`config.mk`:
```
export PLATFORM = sky130hd
export DESIGN_NAME = jump_conditioner
export DESIGN_NICKNAME = d
export VERILOG_FILES = /design/src/rtl/jump_conditioner.sv
export SDC_FILE = /design/constraint.sdc
export NUM_CORES = 1
export LEC_CHECK = 0
export CAP_MARGIN = 40
export CORE_MARGIN = 1
export CORE_UTILIZATION = 50
export DETAILED_ROUTE_END_ITERATION = 10
export PLACE_DENSITY_LB_ADDON = 0.1
export SYNTH_ARGS = -nofsm -noshare
export SYNTH_HDL_FRONTEND = slang
export SYNTH_SLANG_ARGS = --single-unit
```
`constraint.sdc`:
```
create_clock -name Clock -period 3.3 [get_ports Clock]
set_clock_uncertainty 0.15 [all_clocks]
set_input_delay 0.825 -clock Clock [delete_from_list [all_inputs] [get_ports Clock]]
set_output_delay 0.825 -clock Clock [all_outputs]
set_load 0.01 [all_outputs]
```
`src/rtl/jump_conditioner.sv`:
```
// Push-button conditioner and control-state register for the mode-control path.
// Synchronizes and debounces Btn_Raw into Jump, registers Next_State, and emits edge strobes.
module jump_conditioner #(
    parameter int DEBOUNCE_CYCLES = 1_000_000,
    parameter int CNT_W           = (DEBOUNCE_CYCLES > 1) ? $clog2(DEBOUNCE_CYCLES) : 1
) (
    input  logic       Clock,
    input  logic       Reset_n,
    input  logic       Btn_Raw,
    input  logic [1:0] Next_State,
    output logic       Jump,
    output logic [1:0] Now_State,
    output logic       Press_Pulse,
    output logic       Release_Pulse,
    output logic       State_Chg
);

    localparam logic [CNT_W-1:0] CNT_MAX = CNT_W'(DEBOUNCE_CYCLES - 1);

    logic             sync1;
    logic             sync2;
    logic [CNT_W-1:0] cnt;
    logic             jump_q;
    logic [1:0]       state_q;

    // Any sample equal to the current level restarts the count, so bounces only delay Jump.
    always_ff @(posedge Clock or negedge Reset_n) begin
        if (!Reset_n) begin
            sync1 <= 1'b0;
            sync2 <= 1'b0;
            cnt   <= '0;
            Jump  <= 1'b0;
        end else begin
            sync1 <= Btn_Raw;
            sync2 <= sync1;
            if (sync2 == Jump) begin
                cnt <= '0;
            end else if (cnt == CNT_MAX) begin
                Jump <= sync2;
                cnt  <= '0;
            end else begin
                cnt <= cnt + CNT_W'(1);
            end
        end
    end

    // The decoder loop closes through Now_State only; strobes compare against one-cycle-old copies.
    always_ff @(posedge Clock or negedge Reset_n) begin
        if (!Reset_n) begin
            Now_State     <= 2'b00;
            state_q       <= 2'b00;
            jump_q        <= 1'b0;
            Press_Pulse   <= 1'b0;
            Release_Pulse <= 1'b0;
            State_Chg     <= 1'b0;
        end else begin
            Now_State     <= Next_State;
            state_q       <= Now_State;
            jump_q        <= Jump;
            Press_Pulse   <= Jump & ~jump_q;
            Release_Pulse <= ~Jump & jump_q;
            State_Chg     <= (Now_State != state_q);
        end
    end

endmodule

```
==> results.md, run 1 <==
* **final count of hold timing violations** 0
* **weighted congestion reported at the end of routability-driven placement** 0.712
* **number of distinct library cell variants in the gate-level netlist after synthesis** 27
* **fraction of final layout cells sized beyond drive strength 1** 10.1%
* **placed wire-length estimate** 1.57 mm
* **htree depth** 2
* **buffer and inverter count on the worst path** 1
* **timing startpoint of the critical path** Jump
* **number of violations of the max-capacitance limit** 0
* **Post-synth top cells** 31 x dfrtp_1, 19 x nor2_1, 13 x xnor2_1, 7 x nand2_1, 6 x nand3_1
* **GRT Resource Usage Total** 20.4%
* **crit path launch type** register
* **post-CTS setup buffers** 0
* **Util after Layout** 62.5%
* **cell breakdown of the critical path** clkdlybuf4s50_1
* **leakage** 0.656 nW
* **number of enable flip-flop cells after synthesis** 0
* **number of gates resized after CTS** 0
* **gate count of the mapped netlist** 121
* **final total negative setup slack** 0 ns
* **vias in the first global route** 939
* **full die area** 0.00291 sq mm
* **reg-to-reg endpoint** cnt[4]
* **top_reg_cell synth** dfrtp_1
* **worst slew slack as a fraction of its limit** 51.2%
* **TritonCTS clock tree** yes
* **post-synthesis async set-or-reset flop share** 100%
* **Avg WL per Cell** 13.4 um
* **cell area after synthesis** 0.00135 sq mm
* **initial core utilization** 53.5%
* **largest fanout on the critical path** 6
* **kind of cell adding the most delay to the critical path** buffers and inverters
* **sort of element at the end of the critical path** output port
* **RSZ-0062 raised after global routing** false
* **number of buffers created by CTS** 5
* **hold_sp** sync1
* **initial antenna violation count** 0
* **Critical-path top delay cell** clkdlybuf4s50_1
* **overall die height** 53.9 um
* **Power Density** 464 mW/mm^2
* **source-to-sink clock delay at the later pin of the worst-skew pair** 0.33 ns
* **DR DRC count** 0
* **Net Count, Synth** 127
* **minimum clock period** 2.32 ns
* **# rows** 18
* **wire length of the first global-routing pass** 3.94 mm
* **DRC violation total after the first TritonRoute iteration** 15
* **P&R area growth vs syn** 16.8%
* **Post-DP Area** 0.00149 sq mm
* **vias per cell** 5.47
* **die outline width** 53.9 um
* **hold path endpoint** sync2
* **startpoint-to-endpoint class of the critical path** reg -> out
* **transition time at the pin with the least slew margin** 0.733 ns
* **clock root cell** clkbuf_4
* **Yosys warnings** 0
* **largest area contributor in the synthesized netlist** dfrtp_1
* **result of the run** completed
* **Max Fclk** 432 MHz
* **clock slew at reported path FFs** 0.10 ns
* **antenna violation net count after detailed routing** 0
* **Worst R2R Path Depth** 5
* **first-pass detailed-route iteration total** 4
* **class of the most critical hold timing path** reg -> reg
* **post-route cell area** 0.00158 sq mm
* **max-slew violation count** 0
* **count of vias placed by the detailed router** 924
* **fraction of post-synthesis cell area in the top cell type by area** 57.5%
* **flip-flop and latch count after synthesis** 31
* **critical path data required time** 2.32 ns
* **total I/O pin count** 11
* **antenna diode count** 0
* **clk sink count** 31
* **share of the clock period used by the worst path** 70.2%
* **post-synthesis area per instance** 11.1 sq um
* **total wirelength of the detailed-routed design** 2.27 mm
* **Core ar.** 0.00252 sq mm
* **number of hold-repair buffers added at the cts stage** 0
* **Layout Nets** 144
* **clock buffer depth** 2
* **hold path depth** 0
* **data arrival time of the worst path** 1.34 ns
* **Register-to-Register Setup Slack** 1.25 ns
* **crit-path max cell delay** 0.56 ns
* **cell with the most instances after synthesis** dfrtp_1
* **# port buffers** 10
* **startpoint of the most critical register-to-register path** cnt[0]
* **IR drop worst, VDD** 385 uV
* **overflow left after global routing** 0
* **maximum number of pins on one net before global-route repair** 32
* **top area cells in the synthesized netlist** dfrtp_1 58%, xnor2_1 8.4%, nor2_1 5.3%
* **final setup violation count** 0
* **Seq/Total Area, Yosys** 57.5%
==> cell type report <==
type / instances / area (sq um)
sequential: 31 / 776
fill: 215 / 947
inverter: 4 / 15.0
multi-input combinational: 85 / 553
tap: 30 / 37.5
timing repair buffer: 11 / 108
clock buffer: 6 / 51.3
clock inverter: 2 / 35.0
==> power breakdown <==
group / internal, mW / switching [mW] / total, mW
clock: 0.179 / 0.127 / 0.306
combinational: 0.0143 / 0.0168 / 0.0310
sequential: 0.387 / 0.00590 / 0.393
total: 0.581 / 0.150 / 0.730
==> flip-flops by register name, summed over array words and instances, names as in the netlist <==
register	cells
cnt	20
Now_State	2
sync2	1
Jump	1
jump_q	1
Release_Pulse	1
sync1	1
Press_Pulse	1
State_Chg	1
state_q	2
==> worst max-delay path by stage <==
| stage | to | depth (start not counted) |
|---|---|---|
| floorplan | cnt[17] | 4 |
| global placement | cnt[3] | 4 |
| detailed placement | cnt[3] | 4 |
| CTS | Jump | 1 |
| global route | Jump | 1 |
| finish | Jump | 1 |
==> routing by layer <==
metal / routed length, um / track usage [%] / vias to the layer above
met1: 1030 / 23.5 / 450
met2: 1110 / 31.5 / 18
met3: 81 / 8.76 / 8
met5: 0 / 0 / -
met4: 59 / 11.4 / 0
li1: - / - / 448
==> cells by family (layout without fill, tap and decap cells) <==
kind of cell    count (synthesis)  after routing  share of synthesized area (%)
simple gates                   58             58                           23.9
flops                          31             31                           57.5
xor+xnor                       18             18                           11.7
compound gates                  5              5                           2.13
buf+inv                         5             23                           1.48
mux                             3              3                           2.32
fa+ha+maj                       1              1                          0.927
==> per-stage QoR <==
step	setup slack, ns	power (mW)	hold slack (ns)	instances
final	0.984	0.730	0.202	169
after CTS	0.960	0.745	0.204	169
after global placement	1.26	0.432	0.185	161
after global routing	0.897	0.761	0.227	169
after floorplan	1.53	0.412	0.181	121
after detailed placement	1.24	0.433	0.190	161
==> layout by cell type (no fill, tap or decap) <==
cell type and n:
nor3_1 5, clkbuf_8 1, dfrtp_1 31, mux2i_1 2
and2_1 1, o21ai_2 1, nand4_2 1, and3_1 1
nor4_2 1, mux2_2 1, inv_1 4, xor2_1 5
and4_1 2, a21oi_1 2, xnor2_1 13, nand3_1 6
clkdlybuf4s50_1 10, o21ai_0 2, or3_1 2, nand2_1 7
nor2_1 19, nor4b_1 2, nor4_1 4, clkinv_2 1
bufinv_16 1, ha_1 1, or4_1 1, clkbuf_4 5
nand4_1 3, nand4_4 1, nor2b_1 2, buf_4 1
Note: power is estimated with default switching activity, not from simulation.
==> run 2, diff against run 1 <==
clock period = 2.2 ns   (was 3.3 ns; I/O delays follow)
==> results.md, run 2 (same netlist as run 1, synthesis figures left out) <==
* **result of the run** completed
* **initial core utilization** 53.5%, unchanged
* **vias in the first global route** 868, -7.6%
* **transition time at the pin with the least slew margin** 0.623 ns, -0.109 ns
* **max-slew violation count** 0, unchanged
* **commonest non-fill, non-tap cells in the layout** 31 x dfrtp_1, 19 x nor2_1, 13 x xnor2_1
* **largest fanout on the critical path** 5, -1
* **Power Density** 615 mW/mm^2, +33%
* **clock slew at reported path FFs** 0.09 ns, about the same
* **class of the most critical hold timing path** reg -> reg
* **Layout Nets** 146, +1.4%
* **share of the clock period used by the worst path** 93.0%
* **P&R area growth vs syn** 16.3%
* **antenna diode count** 0, unchanged
* **largest register by flop count** cnt
* **weighted congestion reported at the end of routability-driven placement** 0.750, +5.4%
* **IR drop worst, VDD** 457 uV, +19%
* **first-pass detailed-route iteration total** 4, unchanged
* **total wirelength of the detailed-routed design** 2.24 mm, -1.6%
* **final count of hold timing violations** 0, unchanged
* **number of hold-repair buffers added at the cts stage** 0, unchanged
* **hold_sp** sync1
* **number of violations of the max-capacitance limit** 0, unchanged
* **vias per cell** 5.34, -2.4%
* **area used by multi-input combinational logic** 562 sq um, +1.6%
* **Max Fclk** 489 MHz
* **antenna violation net count after detailed routing** 0, unchanged
* **sort of element at the end of the critical path** register
* **DR DRC count** 0, unchanged
* **# port buffers** 10, unchanged
* **Util after Layout** 62.2%, -0.25 points
* **minimum clock period** 2.05 ns
* **timing startpoint of the critical path** cnt[0]
* **wire length of the first global-routing pass** 3.75 mm, -4.9%
* **number of fill cells** 206, -4.2%
* **GRT Resource Usage Total** 19.4%, -0.98 points
* **slack of the critical path** 0.155 ns, -0.830 ns
* **TritonCTS clock tree** yes
* **clock root cell** clkbuf_4
* **maximum number of pins on one net before global-route repair** 32, unchanged
* **overflow left after global routing** 0, unchanged
* **overall die height** 53.9 um, unchanged
* **Avg WL per Cell** 13.2 um, -2.2%
* **data arrival time of the worst path** 2.09 ns, +0.75 ns
* **final total negative setup slack** 0 ns, unchanged
* **top flop regs** cnt (20), Now_State (2), state_q (2)
* **post-CTS setup buffers** 0, unchanged
* **source-to-sink clock delay at the later pin of the worst-skew pair** 0.33 ns, about the same
* **final setup violation count** 0, unchanged
* **RSZ-0062 raised after global routing** false
* **Core ar.** 0.00252 sq mm, unchanged
* **clock buffer depth** 2, unchanged
* **critical path data required time** 2.25 ns, -0.07 ns
* **crit path launch type** register
* **total I/O pin count** 11, unchanged
* **htree depth** 2, unchanged
* **number of buffers created by CTS** 5, unchanged
* **die outline width** 53.9 um, unchanged
* **fraction of final layout cells sized beyond drive strength 1** 10.7%, +0.64 points
* **initial antenna violation count** 0, unchanged
* **register area** 776 sq um, unchanged
* **startpoint-to-endpoint class of the critical path** reg -> reg
* **placed wire-length estimate** 1.58 mm, +0.50%
* **startpoint of the most critical register-to-register path** cnt[0]
* **# rows** 18, unchanged
* **number of gates resized after CTS** 0, unchanged
* **count of vias placed by the detailed router** 907, -1.8%
* **full die area** 0.00291 sq mm, unchanged
* **worst slew slack as a fraction of its limit** 58.1%, +6.9 points
* **leading cell type in the layout, fill and taps excluded** dfrtp_1
* **leakage** 0.668 nW, +1.9%
* **clk sink count** 31, unchanged
* **number of flip-flops in the largest register** 20, unchanged
* **Final Total Pwr** 966 uW, +32%
* **DRC violation total after the first TritonRoute iteration** 10, -5
* **post-place setup slack** 0.103 ns, -1.14 ns
==> run 2: through the flow <==
stage,area [sq um],std cells,hold slack [ns]
6_report,1570,170,0.206
5_1_grt,1570,170,0.212
4_1_cts,1560,170,0.208
3_5_place_dp,1500,163,0.186
3_3_place_gp,1500,163,0.184
2_1_floorplan,1350,121,0.104
==> run 2: final timing paths <==
path                       slack [ns]       endpoint  depth (start not counted)
setup / recovery                 0.15        cnt[18]                          5
hold / removal                   0.21          sync2                          0
setup reg to reg                 0.15        cnt[18]                          5
hold reg to reg                  0.21          sync2                          0
max in group asynchronous        1.16        cnt[10]                          2
min in group asynchronous        0.45  Release_Pulse                          2
==> run 2: cell type report <==
| type | instances | area share (%) |
|---|---|---|
| flip-flops and latches | 31 | 49.4 |
| multi-input cells | 85 | 35.8 |
| repair buffers | 13 | 7.82 |
| clock buffers | 6 | 3.27 |
| well taps | 30 | 2.39 |
| inverters | 4 | 0.957 |
| clock inverters | 1 | 0.319 |
==> run 2: worst max-delay path, stage by stage (launching register included) <==
cell and delay, ns:
dfrtp_1 0.41, ha_1 0.22, nand3_1 0.23, nor4_4 0.40, mux2i_1 0.15, nor4b_1 0.37
==> run 2: power by group <==
| group | total, mW | internal [mW] | leakage [nW] | switching [mW] |
|---|---|---|---|---|
| clock network | 0.327 | 0.148 | 0.0341 | 0.179 |
| registers | 0.590 | 0.581 | 0.413 | 0.00871 |
| logic | 0.0492 | 0.0239 | 0.221 | 0.0254 |
| total | 0.966 | 0.753 | 0.668 | 0.213 |
==> run 2: layer usage <==
layer,wire [um],vias to the layer above,GRT usage (%)
met5,0,-,0
met4,15,0,8.77
met3,103,2,9.89
met2,1090,14,30.7
met1,1030,438,21.6
li1,-,453,-
==> run 3, diff against run 2 <==
CTS_CLUSTER_DIAMETER = 150   (was unset)
PLACE_DENSITY = 0.7   (was unset)
PLACE_DENSITY_LB_ADDON = unset   (was 0.1)
==> results.md, run 3 (same netlist as run 1, synthesis figures left out) <==
* **result of the run** completed
* **critical path data required time** 1.50 ns, -0.75 ns
* **count of vias placed by the detailed router** 939, +3.5%
* **reg-to-reg endpoint** Jump
* **Core ar.** 0.00252 sq mm, unchanged
* **source-to-sink clock delay at the later pin of the worst-skew pair** 0.32 ns, about the same
* **cell breakdown of the critical path** clkdlybuf4s50_1
* **antenna diode count** 0, unchanged
* **instance count after placement with tap cells included** 164, +0.61%
* **DRC violation total after the first TritonRoute iteration** 27, +17
* **sort of element at the end of the critical path** output port
* **IR drop worst, VDD** 418 uV, -8.6%
* **number of flip-flops in the largest register** 20, unchanged
* **die outline width** 53.9 um, unchanged
* **Worst R2R Path Depth** 5, unchanged
* **Power Density** 618 mW/mm^2, +0.42%
* **overflow left after global routing** 0, unchanged
* **crit-path max cell delay** 0.58 ns, +0.17 ns
* **# port buffers** 10, unchanged
* **wire length of the first global-routing pass** 4.02 mm, +7.2%
* **leakage** 0.656 nW, -1.9%
* **P&R area growth vs syn** 16.2%, about the same
* **weighted congestion reported at the end of routability-driven placement** 0.765, +2.0%
* **crit path launch type** register
* **vias in the first global route** 923, +6.3%
* **Layout Nets** 147, +0.68%
* **placed wire-length estimate** 1.66 mm, +5.2%
* **Final Total Pwr** 969 uW, +0.34%
* **clock slew at reported path FFs** 0.09 ns, about the same
* **data arrival time of the worst path** 1.33 ns, -0.76 ns
* **antenna violation net count after detailed routing** 0, unchanged
* **share of the clock period used by the worst path** 92.5%, -0.50 points
* **number of buffers created by CTS** 5, unchanged
* **startpoint-to-endpoint class of the critical path** reg -> out
* **max-slew violation count** 0, unchanged
* **Avg WL per Cell** 13.6 um, +3.1%
* **class of the most critical hold timing path** reg -> reg
* **clk sink count** 31, unchanged
* **htree depth** 2, unchanged
* **slack of the critical path** 0.166 ns, +0.0111 ns
* **hold path endpoint** sync2
* **overall die height** 53.9 um, unchanged
* **total wirelength of the detailed-routed design** 2.32 mm, +3.7%
* **WL met3** 94 um, -8.7%
* **DR DRC count** 0, unchanged
* **first-pass detailed-route iteration total** 4, unchanged
* **transition time at the pin with the least slew margin** 0.603 ns, -0.0202 ns
* **hold path depth** 0, unchanged
* **fraction of final layout cells sized beyond drive strength 1** 11.3%, +0.63 points
* **startpoint of the most critical register-to-register path** cnt[0]
* **worst slew slack as a fraction of its limit** 59.4%, +1.4 points
* **highest metal layer with signal wires** met4
* **Register-to-Register Setup Slack** 0.27 ns, +0.12 ns
* **number of gates resized after CTS** 0, unchanged
* **minimum clock period** 2.03 ns, -0.0111 ns
* **RSZ-0062 raised after global routing** false
* **initial core utilization** 53.5%, unchanged
* **# rows** 18, unchanged
* **Max Fclk** 492 MHz, +0.55%
* **full die area** 0.00291 sq mm, unchanged
* **clock buffer depth** 2, unchanged
* **number of cells in the finished layout apart from fillers** 171, +0.59%
* **hold_sp** sync1
* **largest register by flop count** cnt
* **leading cell type in the layout, fill and taps excluded** dfrtp_1
* **number of violations of the max-capacitance limit** 0, unchanged
* **final total negative setup slack** 0 ns, unchanged
* **TritonCTS clock tree** yes
* **commonest non-fill, non-tap cells in the layout** 31 x dfrtp_1, 19 x nor2_1, 13 x xnor2_1
* **kind of cell adding the most delay to the critical path** buffers and inverters
* **largest fanout on the critical path** 6, +1
* **buffer and inverter count on the worst path** 1, +1
* **Util after Layout** 62.2%, about the same
* **number of hold-repair buffers added at the cts stage** 0, unchanged
* **final setup violation count** 0, unchanged
* **clock root cell** clkbuf_4
* **final count of hold timing violations** 0, unchanged
* **initial antenna violation count** 0, unchanged
* **top flop regs** cnt (20), Now_State (2), state_q (2)
* **post-route met1 wirelength** 1.09 mm, +5.7%
* **GRT Resource Usage Total** 20.4%, +1.0 points
* **met2 WL post-DR** 1.10 mm, +1.0%
* **maximum number of pins on one net before global-route repair** 32, unchanged
* **post-CTS setup buffers** 0, unchanged
* **Critical-path top delay cell** clkdlybuf4s50_1
* **post-place setup slack** 0.297 ns, +0.194 ns
* **vias per cell** 5.49, +2.9%
* **total I/O pin count** 11, unchanged
==> run 3: worst max path at each step <==
stage	start	endpoint	depth (start not counted)
finish	Jump	Jump	1
global route	cnt[0]	cnt[18]	5
CTS	Jump	Jump	1
detailed placement	cnt[0]	Jump	5
global placement	cnt[0]	Jump	5
floorplan	cnt[4]	cnt[17]	4
==> run 3: cell type report <==
| type | instances | area, sq um |
|---|---|---|
| Clock buffer | 6 | 51.3 |
| Sequential cell | 31 | 776 |
| Inverter | 4 | 15.0 |
| Timing Repair Buffer | 14 | 130 |
| Clock inverter | 1 | 5.00 |
| Tap cell | 30 | 37.5 |
| Multi-Input combinational cell | 85 | 553 |
| Fill cell | 223 | 955 |
==> run 3: stage by stage <==
stage                     instance area (sq um)  hold WS, ns
after floorplan                            1350        0.104
after global placement                     1510        0.185
after detailed placement                   1510        0.192
after CTS                                  1570        0.212
after global routing                       1570        0.223
final                                      1570        0.212
==> run 3: power by group <==
part           leakage (nW)  switching [mW]  internal, mW  total [mW]
registers             0.413         0.00947         0.581       0.591
logic                 0.208          0.0255        0.0236      0.0491
clock network        0.0341           0.181         0.148       0.329
==> run 3: per-layer routing <==
metal / GRT usage [%] / up-vias
li1: - / 453
met1: 24.1 / 463
met2: 32.3 / 18
met3: 7.63 / 5
met4: 10.5 / 0
met5: 0 / -
